==> src/rtl/cpu_pkg.sv <==
// Shared CPU constants: exception codes, fetch address map and fetch-stage state encoding.
package cpu_pkg;

  localparam logic [31:0] PC_RESET   = 32'h0000_3000;
  localparam logic [31:0] PC_HANDLER = 32'h0000_4180;
  localparam logic [31:0] PC_LO      = 32'h0000_3000;
  localparam logic [31:0] PC_HI      = 32'h0000_6ffc;

  localparam logic [4:0] EXC_NONE = 5'd0;
  localparam logic [4:0] EXC_ADEL = 5'd4;

  typedef enum logic [1:0] {
    ST_WAIT = 2'd0,
    ST_HOLD = 2'd1,
    ST_DROP = 2'd2
  } fetch_state_e;

  function automatic logic [31:0] pc_plus4(input logic [31:0] pc);
    return pc + 32'd4;
  endfunction

endpackage

==> src/rtl/fetch_pc_check.sv <==
// Combinational bad-address detector: misaligned word or outside the legal window.
module fetch_pc_check import cpu_pkg::*; #(
  parameter logic [31:0] LO = PC_LO,
  parameter logic [31:0] HI = PC_HI
) (
  input  logic [31:0] addr,
  output logic        bad
);

  assign bad = (addr[1:0] != 2'b00) | (addr < LO) | (addr > HI);

endmodule

==> src/rtl/fetch_stage.sv <==
// IF stage: owns the PC, fetches over a req/ack imem port and offers instr/pc/exc/slot to D.
// Optional FETCH_STAT_CNT_EN adds stat_deliv/stat_wait performance counters.
module fetch_stage import cpu_pkg::*; (
  input  logic        clk,
  input  logic        rst,
  input  logic        stall,
  input  logic        req,
  input  logic        eret,
  input  logic [31:0] epc,
  input  logic        d_is_jump,
  input  logic        br_taken,
  input  logic [31:0] br_target,
  output logic        imem_req,
  output logic [31:0] imem_addr,
  input  logic        imem_ack,
  input  logic [31:0] imem_rdata,
  output logic [31:0] instr_out,
  output logic [31:0] pc_out,
  output logic [4:0]  exc_out,
  output logic        slot_out,
  output logic        f_valid
`ifdef FETCH_STAT_CNT_EN
  ,
  output logic [31:0] stat_deliv,
  output logic [31:0] stat_wait
`endif
);

  fetch_state_e state_r, state_nxt_s;
  logic [31:0]  pc_r, drop_addr_r, buf_r, redir_tgt_r;
  logic         slot_pend_r, redir_pend_r;
  logic         bad_s, fv_s, deliver_s, flush_s, br_now_s;
  logic [31:0]  flush_pc_s, next_pc_s, word_s;

  fetch_pc_check u_pc_check (
    .addr (pc_r),
    .bad  (bad_s)
  );

  assign fv_s       = rst & (((state_r == ST_WAIT) & (imem_ack | bad_s)) | (state_r == ST_HOLD));
  assign deliver_s  = fv_s & ~stall;
  assign flush_s    = req | eret;
  assign flush_pc_s = req ? PC_HANDLER : epc;
  assign br_now_s   = br_taken & d_is_jump & ~stall;
  assign next_pc_s  = redir_pend_r ? redir_tgt_r : (br_now_s ? br_target : pc_plus4(pc_r));
  // An illegal pc always offers a nop; HOLD replays the captured word, WAIT passes the ack word through
  assign word_s     = bad_s ? 32'd0 : ((state_r == ST_HOLD) ? buf_r : imem_rdata);

  // State register
  always_ff @(posedge clk or negedge rst) begin
    if (!rst) begin
      state_r <= ST_WAIT;
    end else begin
      state_r <= state_nxt_s;
    end
  end

  // Next-state logic
  always_comb begin
    state_nxt_s = state_r;
    case (state_r)
      ST_WAIT: begin
        if (flush_s) begin
          state_nxt_s = (!bad_s && !imem_ack) ? ST_DROP : ST_WAIT;
        end else if (fv_s && stall) begin
          state_nxt_s = ST_HOLD;
        end else begin
          state_nxt_s = ST_WAIT;
        end
      end
      ST_HOLD: begin
        if (flush_s || !stall) begin
          state_nxt_s = ST_WAIT;
        end else begin
          state_nxt_s = ST_HOLD;
        end
      end
      ST_DROP: begin
        if (imem_ack) begin
          state_nxt_s = ST_WAIT;
        end else begin
          state_nxt_s = ST_DROP;
        end
      end
      default: state_nxt_s = ST_WAIT;
    endcase
  end

  // Outputs: imem handshake and the F->D offer, forced quiet while in reset
  always_comb begin
    imem_req  = 1'b0;
    imem_addr = 32'd0;
    f_valid   = 1'b0;
    instr_out = 32'd0;
    exc_out   = EXC_NONE;
    slot_out  = 1'b0;
    pc_out    = pc_r;
    if (rst) begin
      f_valid  = fv_s;
      slot_out = slot_pend_r | d_is_jump;
      case (state_r)
        ST_WAIT: begin
          imem_req  = ~bad_s;
          imem_addr = pc_r;
        end
        ST_HOLD: begin
          imem_req  = 1'b0;
          imem_addr = pc_r;
        end
        ST_DROP: begin
          imem_req  = 1'b1;
          imem_addr = drop_addr_r;
        end
        default: begin
          imem_req  = 1'b0;
          imem_addr = pc_r;
        end
      endcase
      if (fv_s) begin
        instr_out = word_s;
        exc_out   = bad_s ? EXC_ADEL : EXC_NONE;
      end else begin
        instr_out = 32'd0;
        exc_out   = EXC_NONE;
      end
    end else begin
      imem_req = 1'b0;
    end
  end

  // PC, word buffer and pending slot/redirect bookkeeping
  always_ff @(posedge clk or negedge rst) begin
    if (!rst) begin
      pc_r         <= PC_RESET;
      drop_addr_r  <= 32'd0;
      buf_r        <= 32'd0;
      slot_pend_r  <= 1'b0;
      redir_pend_r <= 1'b0;
      redir_tgt_r  <= 32'd0;
    end else if (flush_s) begin
      pc_r         <= flush_pc_s;
      buf_r        <= 32'd0;
      slot_pend_r  <= 1'b0;
      redir_pend_r <= 1'b0;
      // Only a fresh WAIT request becomes the stale one; in DROP the original stays outstanding
      if (state_r == ST_WAIT) begin
        drop_addr_r <= pc_r;
      end
    end else begin
      if (deliver_s) begin
        pc_r <= next_pc_s;
      end
      if ((state_r == ST_WAIT) && fv_s && stall) begin
        buf_r <= word_s;
      end
      if (deliver_s) begin
        slot_pend_r <= 1'b0;
      end else if (d_is_jump && !stall) begin
        slot_pend_r <= 1'b1;
      end
      if (deliver_s) begin
        redir_pend_r <= 1'b0;
      end else if (br_now_s) begin
        redir_pend_r <= 1'b1;
        redir_tgt_r  <= br_target;
      end
    end
  end

`ifdef FETCH_STAT_CNT_EN
  logic [31:0] stat_deliv_r, stat_wait_r;

  // Delivered-instruction and imem-wait cycle counters, free-running with wrap
  always_ff @(posedge clk or negedge rst) begin
    if (!rst) begin
      stat_deliv_r <= 32'd0;
      stat_wait_r  <= 32'd0;
    end else begin
      if (deliver_s) begin
        stat_deliv_r <= stat_deliv_r + 32'd1;
      end
      if (imem_req && !imem_ack) begin
        stat_wait_r <= stat_wait_r + 32'd1;
      end
    end
  end

  assign stat_deliv = stat_deliv_r;
  assign stat_wait  = stat_wait_r;
`endif

endmodule

==> config.mk <==
export PLATFORM = sky130hd
export DESIGN_NAME = fetch_stage
export DESIGN_NICKNAME = d
export VERILOG_FILES = /design/src/rtl/cpu_pkg.sv /design/src/rtl/fetch_pc_check.sv /design/src/rtl/fetch_stage.sv
export SDC_FILE = /design/constraint.sdc
export NUM_CORES = 1
export LEC_CHECK = 0
export CELL_PAD_IN_SITES_DETAIL_PLACEMENT = 1
export CELL_PAD_IN_SITES_GLOBAL_PLACEMENT = 1
export CORE_MARGIN = 4
export CORE_UTILIZATION = 36
export DETAILED_ROUTE_END_ITERATION = 12
export GPL_TIMING_DRIVEN = 0
export PLACE_DENSITY_LB_ADDON = 0.1
export REMOVE_ABC_BUFFERS = 1
export SYNTH_ARGS = -nofsm -noshare
export SYNTH_HDL_FRONTEND = slang
export SYNTH_SLANG_ARGS = --single-unit
==> constraint.sdc <==
create_clock -name clk -period 3.3 [get_ports clk]
set_clock_uncertainty 0.1 [all_clocks]
set_input_delay 0.33 -clock clk [delete_from_list [all_inputs] [get_ports clk]]
set_output_delay 0.33 -clock clk [all_outputs]
set_load 0.02 [all_outputs]
==> results of run 1 <==
[per-stage QoR]
step | hold WS (ns) | TNS, ns | utilization
after CTS | 0.393 | -0.0810 | 0.511
after global routing | 0.418 | -0.0516 | 0.520
final | 0.389 | 0 | 0.520
after global placement | 0.370 | -1576.92 | 0.461
after detailed placement | 0.245 | -109.35 | 0.469
after floorplan | -0.0656 | 0 | -
[flip-flops by register name (all words and copies together), names as in the netlist]
register,count
buf_r,32
state_r,2
drop_addr_r,32
pc_out,32
redir_pend_r,1
redir_tgt_r,32
slot_pend_r,1
[cells by family after synthesis]
group / after synthesis
simple gates: 302
fa+ha+maj: 1
compound gates: 233
other cells: 1
mux: 64
xor+xnor: 23
buf+inv: 90
flops: 132
[power groups by stage]
stage	sequential, mW	combinational, mW	clock, mW
after global placement	1.98	0.893	0
after floorplan	1.96	0.457	0
after global routing	1.97	1.08	1.95
final	1.95	1.01	1.84
after CTS	1.95	0.983	1.87
after detailed placement	1.98	0.915	0
[cell usage in the layout, fill, tap and decap left out, types with 10 or more instances in the layout]
master / Yosys / final
nand2_1: 172 / 172
clkdlybuf4s50_1: 0 / 168
dfrtp_1: 130 / 120
a21oi_1: 75 / 52
nor2_1: 48 / 45
a22o_1: 33 / 33
mux2_2: 32 / 32
a21boi_0: 33 / 32
o21ai_0: 31 / 31
mux2_4: 30 / 30
buf_4: 5 / 24
a21oi_2: 0 / 23
nand3_1: 18 / 17
a211oi_1: 17 / 17
clkbuf_16: 0 / 17
buf_2: 7 / 16
xnor2_1: 12 / 12
xor2_1: 11 / 11
nor3_1: 10 / 10
dfrtp_2: 0 / 10
[what timing repair did]
item,CTS,global route
pin swaps,4,3
hold buffers,4,0
resized for setup,144,24
cloned,4,1
endpoints found under the setup margin,128,137
setup buffers,13,14
hold endpoints to repair,62,0
[worst register-to-register path, stage by stage, from the launching register on]
cell,delay (ns)
dfrtp_2,0.43
or4_4,0.54
or4_4,0.53
o21ai_2,0.75
nand2_1,0.22
a31o_1,0.28
a22o_1,0.23
[final timing paths]
path	from	to	slack, ns	cells after the start
setup / recovery	pc_out[31]	instr_out[29]	0.05	8
hold / removal	drop_addr_r[6]	drop_addr_r[6]	0.39	2
setup reg to reg	pc_out[31]	pc_out[25]	0.11	6
hold reg to reg	drop_addr_r[6]	drop_addr_r[6]	0.39	2
max in group asynchronous	rst	pc_out[22]	2.07	4
min in group asynchronous	rst	pc_out[12]	0.45	2
[final cells by class]
class / count / area [sq um]
Sequential cell: 132 / 3320
Inverter: 7 / 26.3
Clock buffer: 18 / 429
Tap cell: 275 / 344
Timing Repair Buffer: 242 / 2410
Fill cell: 2379 / 10100
Clock inverter: 14 / 131
Multi-Input combinational cell: 632 / 4230
[per-layer routing]
metal / up-vias / track usage
met1: 3701 / 0.347
met4: 0 / 0.0526
met2: 195 / 0.383
met3: 17 / 0.0490
li1: 3358 / -
met5: - / 0
==> summary by stage, run 1 <==
Run status
The run finished with clean final reports.

Setup path
The slowest stage cell on the critical path is or4_4. For the worst setup path, the data required time is 2.87 ns. The peak fanout along the critical path is 8.

The largest single stage delay on the critical path is 0.54 ns. The data arrival time of the critical path is approximately 2.8 ns. On the critical path the largest part of the delay comes from simple AND/OR/NAND/NOR gates. The worst setup path is captured at an output pin. The startpoint type of the worst setup path is a flop. Together, buffers and inverters on the worst path number 3. The signal on the critical path passes through or4_4, or3_4, nor2_4, buf_6, nand3_4, buf_4, a21oi_2, buf_2. The startpoint-to-endpoint class of the critical path is flop to output pin.

Pwr
The internal cell power is about 3.4 mW. The relative contribution of sequential cells to total power is 0.406. The maximum resistive drop on vdd is about 0.37 mV. The overall power consumption is 4.80 mW.

The standby leakage power is 4.56 nW. The switching power of the nets is approximately 1.4 mW. In this run the power density over the cells is about 440 nW/um^2. The switching share of total power is 0.300.

The combinational power share is 0.210. The share of power burned in the clock network is 0.384.

Min path
The type of the tightest min-delay check is flop to flop.

Detailed routing
The routed length on met2 is between 10,000 and 15,000 um. The final layout contains routed wiring with a total length of between 20,000 and 30,000 um. The residual antenna-violating net count after detailed routing is 0.

In the routed design, unresolved DRC markers number 0. For this block, the initial DRC count from the detailed router was between 400 and 500. The first detailed-routing pass ran for 5 iterations. The detailed-route vias per instance is approximately 5.5.

Summed over all nets, wire length on met3 after detailed routing comes to 1500 um. The highest routed metal layer is met4. In the final routing, the length of wire on met1 measures about 14,000 um. Summing over every cut layer, the via total after detailed routing is ~7,300. Dividing the detail-routed wire length by the instance count gives approximately 22 um.

Yosys
Sorting the synthesized cells by area gives the leading types as dfrtp_1 43%, nand2_1 8.4%, mux2_4 5.9%. The number of synthesized register bits is 132. The share of flip-flops with an asynchronous set or reset after synthesis is 1.00.

In the post-synthesis netlist, the cell with the most instances is nand2_1. The synthesized area per cell is around 9.0 sq um. The most frequently used flop master after synthesis is dfrtp_1. The adder-cell area share of the yosys netlist is 0.00164. The sequential fraction of the synthesis area is 0.432. After synthesis, the largest family of logic cells by area is compound AO/OA/AOI/OAI gates. Of the total synthesized cell area, the portion taken by XOR and XNOR cells is 0.0263. Counting distinct cell types in the post-synthesis netlist gives 59.

The share of the synthesized area in compound gates (AO/OA/AOI/OAI) came to 0.203. The portion of synthesized area spent on multiplexers is 0.109. The area share of the largest cell type after synthesis is 0.425.

The simple-gate area share of the yosys netlist is 0.175. Yosys printed 0 warnings. The cell accounting for the most synthesized area is dfrtp_1. After synthesis, the most frequently instantiated cells are 172 x nand2_1, 130 x dfrtp_1, 75 x a21oi_1, 63 x clkbuf_1, 48 x nor2_1. The post-synthesis instance total is 846. The count of flip-flops with a built-in enable after synthesis is 0.

The synthesized netlist occupies a cell area of 7650 sq um.

Clock tree
The tree built by TritonCTS fans out to ~130 sinks. The number of CTS-inserted buffers is 17. The number of buffers between clock root and the deepest sink is 2.

TritonCTS built the clock tree. The clock input transition at the sequential cells of the worst setup and hold paths is about 0.06 ns. The later pin in the worst-skew pair is clocked with a latency of between 0.4 and 0.5 ns. In this run the clock root is driven by a clkbuf_16. The number of H-tree levels is 4.

Timing
Setup violations remaining at the end of the flow were counted as 0. The count of pins over their slew limit was 0. The count of endpoints failing hold in the final timing report came to 0. The slack of the critical path is around 0.055 ns. The highest achievable clock rate is between 300 and 400 MHz. The post-layout minimum cycle time is around 3.2 ns. The normalized max-slew margin is 0.169. The actual slew at the worst max-slew pin is approximately 1.2 ns. The final critical-path share of the clock period is 0.983.

Final layout
The area overhead of the layout relative to synthesis is 42.4%. The area of all placed cells without fillers is between 10,000 and 15,000 sq um. The share of layout cells above drive strength 1 is 0.212. The non-filler instance count after layout is 1,320. The final layout net count is 1,137. The number of antenna diodes in the final layout is 0.

GRT
The largest net degree at the start of global routing is 69. The number of antenna violations at the first check in global routing is 0. For this run, the total global-route usage over all layers was measured as 0.243. The leftover overflow at the end of global routing is 0.

The global-route wire length before repair is approximately 45,000 um. The number of global-route vias before repair is ~7,500.

Floorplanning
The core region area is 21,000 sq um. The die outline area is ~24,000 sq um. The die is 154 um wide. In this run the core area contains 53 standard-cell rows. The number of I/O pins is approximately 210. The initial utilization of the core area, before any placement, comes to 0.365. The die span in y is approximately 150 um.

Place
The post-placement cell area is just under 10,000 sq um. The placer's final routability congestion estimate is around 0.73. In this run the tool buffered the top-level ports with slightly above 200 buffer cells.

Prior to clock tree synthesis, the placed netlist has a worst setup slack of -1.12 ns. The estimated wirelength of the detail-placed design is 17,800 um. The number of placed instances, taps included, is approximately 1,300.

Flow run
Max-cap violations in this run came to 0.
Note: power is estimated with default switching activity, not from simulation.
==> run 2, diff against run 1 <==
--- a/config.mk
+++ b/config.mk
@@ -5,10 +5,11 @@
 export SDC_FILE = /design/constraint.sdc
 export NUM_CORES = 1
 export LEC_CHECK = 0
+export ABC_AREA = 1
 export CELL_PAD_IN_SITES_DETAIL_PLACEMENT = 1
 export CELL_PAD_IN_SITES_GLOBAL_PLACEMENT = 1
 export CORE_MARGIN = 4
-export CORE_UTILIZATION = 36
+export CORE_UTILIZATION = 35
 export DETAILED_ROUTE_END_ITERATION = 12
 export GPL_TIMING_DRIVEN = 0
 export PLACE_DENSITY_LB_ADDON = 0.1
==> constraint.sdc (replaced) <==
create_clock -name clk -period 3 [get_ports clk]
set_clock_uncertainty 0.1 [all_clocks]
set_input_delay 0.3 -clock clk [delete_from_list [all_inputs] [get_ports clk]]
set_output_delay 0.3 -clock clk [all_outputs]
set_load 0.02 [all_outputs]
==> run 2 against run 1 <==
Die area rose by 8.5%. Clock power is 21% higher. Cell count up 29%. Routed wire length grew 12%. Critical endpoint is now imem_req.
==> summary by stage, run 2 <==
Place
The estimated wirelength of the detail-placed design is 21,500 um (+21%). The total placed cells including tap cells came to 1,644 (+31%). The count of buffers inserted at the top-level ports is 203 (unchanged).

The placer's final routability congestion estimate was 0.897 (+23%). The post-placement cell area was 10,300 sq um (+5.2%).

Detailed routing
The post-route DRC violation count is 0 (unchanged). The number of iterations in the first detailed-routing pass came to 5 (unchanged). The count of vias placed by the detailed router is 8,901 (+22%). The residual antenna-violating net count after detailed routing is 0 (unchanged).

The routed wire length is 32,800 um (+12%). The detailed-route vias per instance came to 5.22 (-5.2%). The violation count after the first detailed-route iteration came to 599 (+33%).

The mean routed wirelength per cell is 19.2 um (-13%).

Timing
The worst hold slack is 0.336 ns (-0.0525 ns). The setup-violating endpoint count in the final report came to 0 (unchanged). The count of endpoints failing hold in the final timing report is 0 (unchanged).

The count of pins over their slew limit was 0 (unchanged). Setup repair after global routing could not meet its margin everywhere. The normalized max-slew margin is 0.341 (+0.171). In the finished design, the share of the clock period the worst path needs comes to 0.985. The post-layout minimum cycle time is around 3.0 ns. The highest achievable clock rate is 338 MHz. The actual slew at the worst max-slew pin is 0.986 ns (-0.256 ns).

Yosys
The area share of the largest cell type after synthesis was 0.401 (-0.0240). The count of distinct cell types in the synthesized netlist is 32 (-46%). Among all cell types in the netlist, the one instantiated most often is nand2_1. The sequential fraction of the synthesis area is 0.408 (-0.0244). The count of flip-flops with a built-in enable after synthesis was 0 (unchanged). The mapped cell area is 8110 sq um (+6.0%).

Ranked by total cell area, the synthesized netlist is headed by dfrtp_1 40%, nand2_1 17%, o21ai_0 9.3%. The post-synthesis instance total is 1,220 (+44%). The count of warnings emitted by yosys is 0 (unchanged).

The commonest cells after synthesis are 377 x nand2_1, 151 x o21ai_0, 130 x dfrtp_1, 129 x inv_1, 117 x nand3_1. The share of flip-flops with an asynchronous set or reset after synthesis was 1.00 (unchanged). Summed over all instances, the cell type with the most area after synthesis is dfrtp_1.

The synthesized area per cell is 6.64 sq um (-27%). Among all flip-flop cells after synthesis, the most frequent one is dfrtp_1. The number of synthesized register bits was 132 (unchanged).

Setup path
STA classifies the critical path endpoint as an output pin. The worst setup path is of the flop to output pin kind. The peak fanout along the critical path came to 8 (unchanged). The data arrival time of the critical path is 2.56 ns (-0.26 ns). The startpoint type of the worst setup path is a flop. The required time of the critical path came to 2.60 ns (-0.27 ns).

Clock tree
The number of sinks handled by clock tree synthesis is 132 (unchanged). The number of H-tree levels is 4 (unchanged). The CTS root buffer is clkbuf_16.

The clock input transition at the sequential cells of the worst setup and hold paths is 0.06 ns (about the same). The number of buffers between clock root and the deepest sink is 2 (unchanged). The TritonCTS clock tree is done. The clock latency of the later-clocked register in the worst-skew pair is 0.43 ns (about the same).

The number of CTS-inserted buffers is 17 (unchanged).

GRT
The number of antenna violations at the first check in global routing was 0 (unchanged). The busiest layer in global routing is met2. The largest net degree at the start of global routing came to 116 (+68%). The leftover overflow at the end of global routing is 0 (unchanged). The overall global routing resource usage is 0.245 (+0.00219). The number of global-route vias before repair is 8,965 (+19%). The met2 global-route usage came to 0.407 (+0.0234).

The global-route track usage on met1 was 0.332 (-0.0152). The global-route wire length before repair is 50,200 um (+11%). The met3 track demand over resource is 0.0452 (-0.00381).

Run status
The run finished with clean final reports.

Final layout
Leaving out fill and tap cells, the most frequent cell in the layout is nand2_1. The area overhead of the layout relative to synthesis is 39.1%. The final-layout fill cell count is 2,897 (+22%). The number of antenna repair diodes is 0 (unchanged). The non-filler instance count after layout was 1,705 (+29%). The share of layout cells above drive strength 1 is 0.0662 (-0.146).

The area of all placed cells without fillers is 11,300 sq um (+3.5%). The final layout net count is 1,512 (+33%). In the layout the commonest cells are 375 x nand2_1, 168 x clkdlybuf4s50_1, 151 x o21ai_0, 128 x dfrtp_1, 127 x inv_1.

Floorplanning
The number of placement rows is 55 (+3.8%). The die width is 160 um (+4.2%). The effective utilization at floorplan was 0.357 (-0.00808). The die outline area is 25,700 sq um (+8.5%). The die span in y is 160 um (+4.2%).

The core region area is 22,700 sq um (+8.4%). The number of I/O pins is 208 (unchanged).

Pwr
The overall power consumption is 5.48 mW (+14%). The total power per unit cell area is 486 nW/um^2 (+10%). The standby leakage power is 5.23 nW (+15%). The maximum resistive drop on vdd was 0.375 mV (+2.3%).

Flow run
The total of max-cap violations is 0 (unchanged).

Min path
The type of the tightest min-delay check is primary input to flop.
==> run 2: cell types whose count changed in the layout (fill, tap and decap cells not counted), sizes merged, moves of 56 or more <==
cell   before  now
inv         9  134
nand3      21  118
o21ai      36  164
nand2     173  378
mux2       62    0
nor2       48  104
==> run 2: worst paths after layout <==
| check | slack [ns] | depth (start not counted) | startpoint | endpoint |
|---|---|---|---|---|
| setup / recovery | 0.04 | 7 | pc_out[14] | imem_req |
| hold / removal | 0.34 | 3 | br_target[29] | redir_tgt_r[29] |
| setup reg to reg | 0.11 | 9 | pc_out[14] | redir_tgt_r[12] |
| hold reg to reg | 0.38 | 2 | drop_addr_r[16] | drop_addr_r[16] |
| max in group asynchronous | 1.78 | 4 | rst | buf_r[9] |
| min in group asynchronous | 0.50 | 3 | rst | drop_addr_r[8] |
==> run 2: cell type report <==
cell class              count  area [sq um]  area share
repair inverters            1          7.51    0.000666
multi-input cells         885          4050       0.359
flip-flops and latches    132          3310       0.293
repair buffers            235          2420       0.215
well taps                 285           357      0.0316
inverters                 135           519      0.0461
clock inverters            11           149      0.0132
clock buffers              21           460      0.0408
==> run 2: worst max-delay path, stage by stage (launching register included) <==
cell and delay [ns]:
dfrtp_1 0.50, nand3_1 0.20, nand3_1 0.15, nor2_4 0.19
and3_4 0.27, o21ai_0 0.09, nor2_1 0.11, clkdlybuf4s50_1 0.62
==> run 2: what timing repair did <==
item | in CTS | in global routing
hold endpoints to repair | 44 | 50
pin swaps | 5 | 2
buffers inserted | 10 | 8
gates resized for setup | 47 | 4
hold buffers | 3 | 2
cloned | 5 | 1
endpoints found under the setup margin | 156 | 99
==> run 2: logic make-up after synthesis <==
family	count (synthesis)	share of synthesized area
DFF	132	0.408
AOI/OAI and AO/OA	267	0.172
other	1	0.000463
adders and majority gates	1	0.00154
xor gates and xnor gates	3	0.00324
buffers and inverters	211	0.107
and+or+nand+nor	605	0.307
==> run 2: routing by layer <==
layer  vias to the layer above  part of all wire
met5                         -                 0
met2                       252              0.48
met1                      4306              0.46
met3                        35             0.053
li1                       4308                 -
met4                         0             0.015
==> run 2: per-stage QoR <==
step	worst slack, ns	TNS, ns	util
finish	0.0447	0	0.496
global route	-0.0157	-0.0281	0.496
CTS	0.0196	0	0.491
detailed placement	-1.37	-103.73	0.455
global placement	-6.71	-1700.96	0.447
floorplan	-0.0435	-0.0435	-
==> run 2: power breakdown <==
group	internal, mW	switching (mW)	total, mW
Combinational	0.468	0.688	1.16
Clock	1.36	0.859	2.22
Sequential	1.97	0.141	2.11
==> variant, RTL diff (settings of run 1) <==
The option `FETCH_STAT_CNT_EN` is turned on by a define.
--- a/src/rtl/fetch_stage.sv
+++ b/src/rtl/fetch_stage.sv
@@ -1,5 +1,7 @@
 // IF stage: owns the PC, fetches over a req/ack imem port and offers instr/pc/exc/slot to D.
 // Optional FETCH_STAT_CNT_EN adds stat_deliv/stat_wait performance counters.
+`define FETCH_STAT_CNT_EN
+
 module fetch_stage import cpu_pkg::*; (
   input  logic        clk,
   input  logic        rst,
Behaviour (old outputs only; new: stat_deliv and stat_wait): no difference found for any inputs over 4 cycles, from zero or initial values and one cycle with rst low; that may be too few to reach the edited logic, so the function may still have changed.
==> variant against run 1 <==
  * Cell area is 34% higher
  * Setup slack better by 0.083 ns
  * Via count increased by 32%
  * Power up 29%
  * Wire length increased by 26%
  * Area after synthesis increased by 41%
  * Die area up 38%
  * Sequential cell count up 64
  * Combinational power increased by 16%
  * Critical endpoint is now instr_out[18]
  * Sequential power increased by 45%
==> variant: results <==
export IMPL_outcome="finished clean"
export IMPL_grtUsageMet2=0.374
export IMPL_leakage_nw=6.61
export IMPL_met3_usage=0.0465
export IMPL_drtIter0Drc=331
export IMPL_ys_seq_area_frac=0.456
export IMPL_grt_pass1_vias=10200
export IMPL_final_nets=1469
export IMPL_antenna_found_initial=4
export IMPL_crit_fanout=8
export IMPL_gr_usage_met1=0.292
export IMPL_arrival_ns=2.73
export IMPL_slew_headroom=0.0727
export IMPL_n_fill_cell=3335
export IMPL_ir_drop_mv=0.295
export IMPL_routed_via_density=5.42
export IMPL_hp_class="input port to register"
export IMPL_grt_pass1_wl_um=58500
export IMPL_hold_buffers=5
export IMPL_cts_repair_resized=45
export IMPL_preCtsSetupSlack_ns=-1.13
export IMPL_post_synth_cell_area_avg_um2=9.37
export IMPL_portBuffers=267
export IMPL_place_inst=1723
export IMPL_synth_commonest_cells="nand2_1 (209), dfrtp_1 (194), clkbuf_1 (74)"
export IMPL_groute_usage_overall=0.221
export IMPL_place_hpwl_um=24800
export IMPL_gp_congestion=0.776
export IMPL_grt_max_degree=70
export IMPL_post_cts_setup_buffers=4
export IMPL_routedWlPerCell_um=20.9
export IMPL_route_vias_total=9574
variant: cell types whose count changed after synthesis, moves of 13 or more:
cell and delta:
dfrtp_1 +64, nand3_1 +51, xnor2_1 +44, nand2_1 +37, o31ai_1 +31, a22o_1 -29
and3_1 +17, nand4_1 +14, nor3_1 +13, xor2_1 +13
variant: area by class of cell:
type | instances | area (µm²) | area share
repair buffers | 290 | 2980 | 0.204
diodes | 1 | 2.50 | 0.000172
well taps | 390 | 488 | 0.0335
flip-flops and latches | 196 | 4910 | 0.338
clock buffers | 18 | 429 | 0.0295
multi-input cells | 840 | 5500 | 0.378
inverters | 17 | 63.8 | 0.00438
clock inverters | 14 | 183 | 0.0125
variant: logic make-up (layout without fill, tap and decap cells):
family,Yosys count,after routing,synth area share
other,1,5,0.000349
xor gates and xnor gates,80,80,0.0651
and+or+nand+nor,448,448,0.201
adders and majority gates,3,3,0.00349
AOI/OAI and AO/OA,235,235,0.145
muxes,70,70,0.0833
DFF,196,196,0.456
buffers and inverters,115,339,0.0461
variant: report_power, final:
| part | internal (mW) | switching, mW | total (mW) |
|---|---|---|---|
| logic | 0.605 | 0.567 | 1.17 |
| registers | 2.61 | 0.221 | 2.83 |
| clock network | 1.10 | 1.08 | 2.18 |
| total | 4.31 | 1.87 | 6.18 |
variant: path summary, 6_finish.rpt:
check | slack (ns) | from | depth (start not counted) | endpoint
hold reg to reg | 0.37 | stat_deliv[31] | 1 | stat_deliv[31]
setup reg to reg | 0.14 | pc_out[12] | 7 | buf_r[19]
max in group asynchronous | 1.89 | rst | 5 | stat_wait[16]
hold / removal | 0.30 | eret | 2 | pc_out[14]
setup / recovery | 0.14 | pc_out[0] | 7 | instr_out[18]
min in group asynchronous | 0.52 | rst | 3 | pc_out[13]
variant: layer usage:
layer / vias up / wire length (µm)
met3: 36 / 1950
met1: 4849 / 16500
met4: 6 / 636
met2: 220 / 17700
met5: - / 34
li1: 4463 / -
variant: stage by stage:
| step | hold WS [ns] | util | cell area (µm²) | TNS [ns] | total power, mW |
|---|---|---|---|---|---|
| 6_report | 0.297 | 0.492 | 14600 | 0 | 6.18 |
| 5_1_grt | 0.321 | 0.492 | 14600 | -0.488 | 6.47 |
| 4_1_cts | 0.275 | 0.492 | 14500 | 0 | 6.26 |
| 3_5_place_dp | 0.117 | 0.466 | 13800 | -113.42 | 4.01 |
| 3_3_place_gp | 0.356 | 0.457 | 13500 | -3671.92 | 3.97 |
| 2_1_floorplan | -0.0656 | - | 10300 | -21.60 | 3.39 |
variant: worst max-delay path, cell delays in order, from the launching register on:
cell,delay (ns)
dfrtp_1,0.50
nor4_4,0.39
nand2_1,0.21
nor3b_4,0.31
nand3b_1,0.22
buf_4,0.23
a21oi_1,0.10
dlygate4sd2_1,0.36
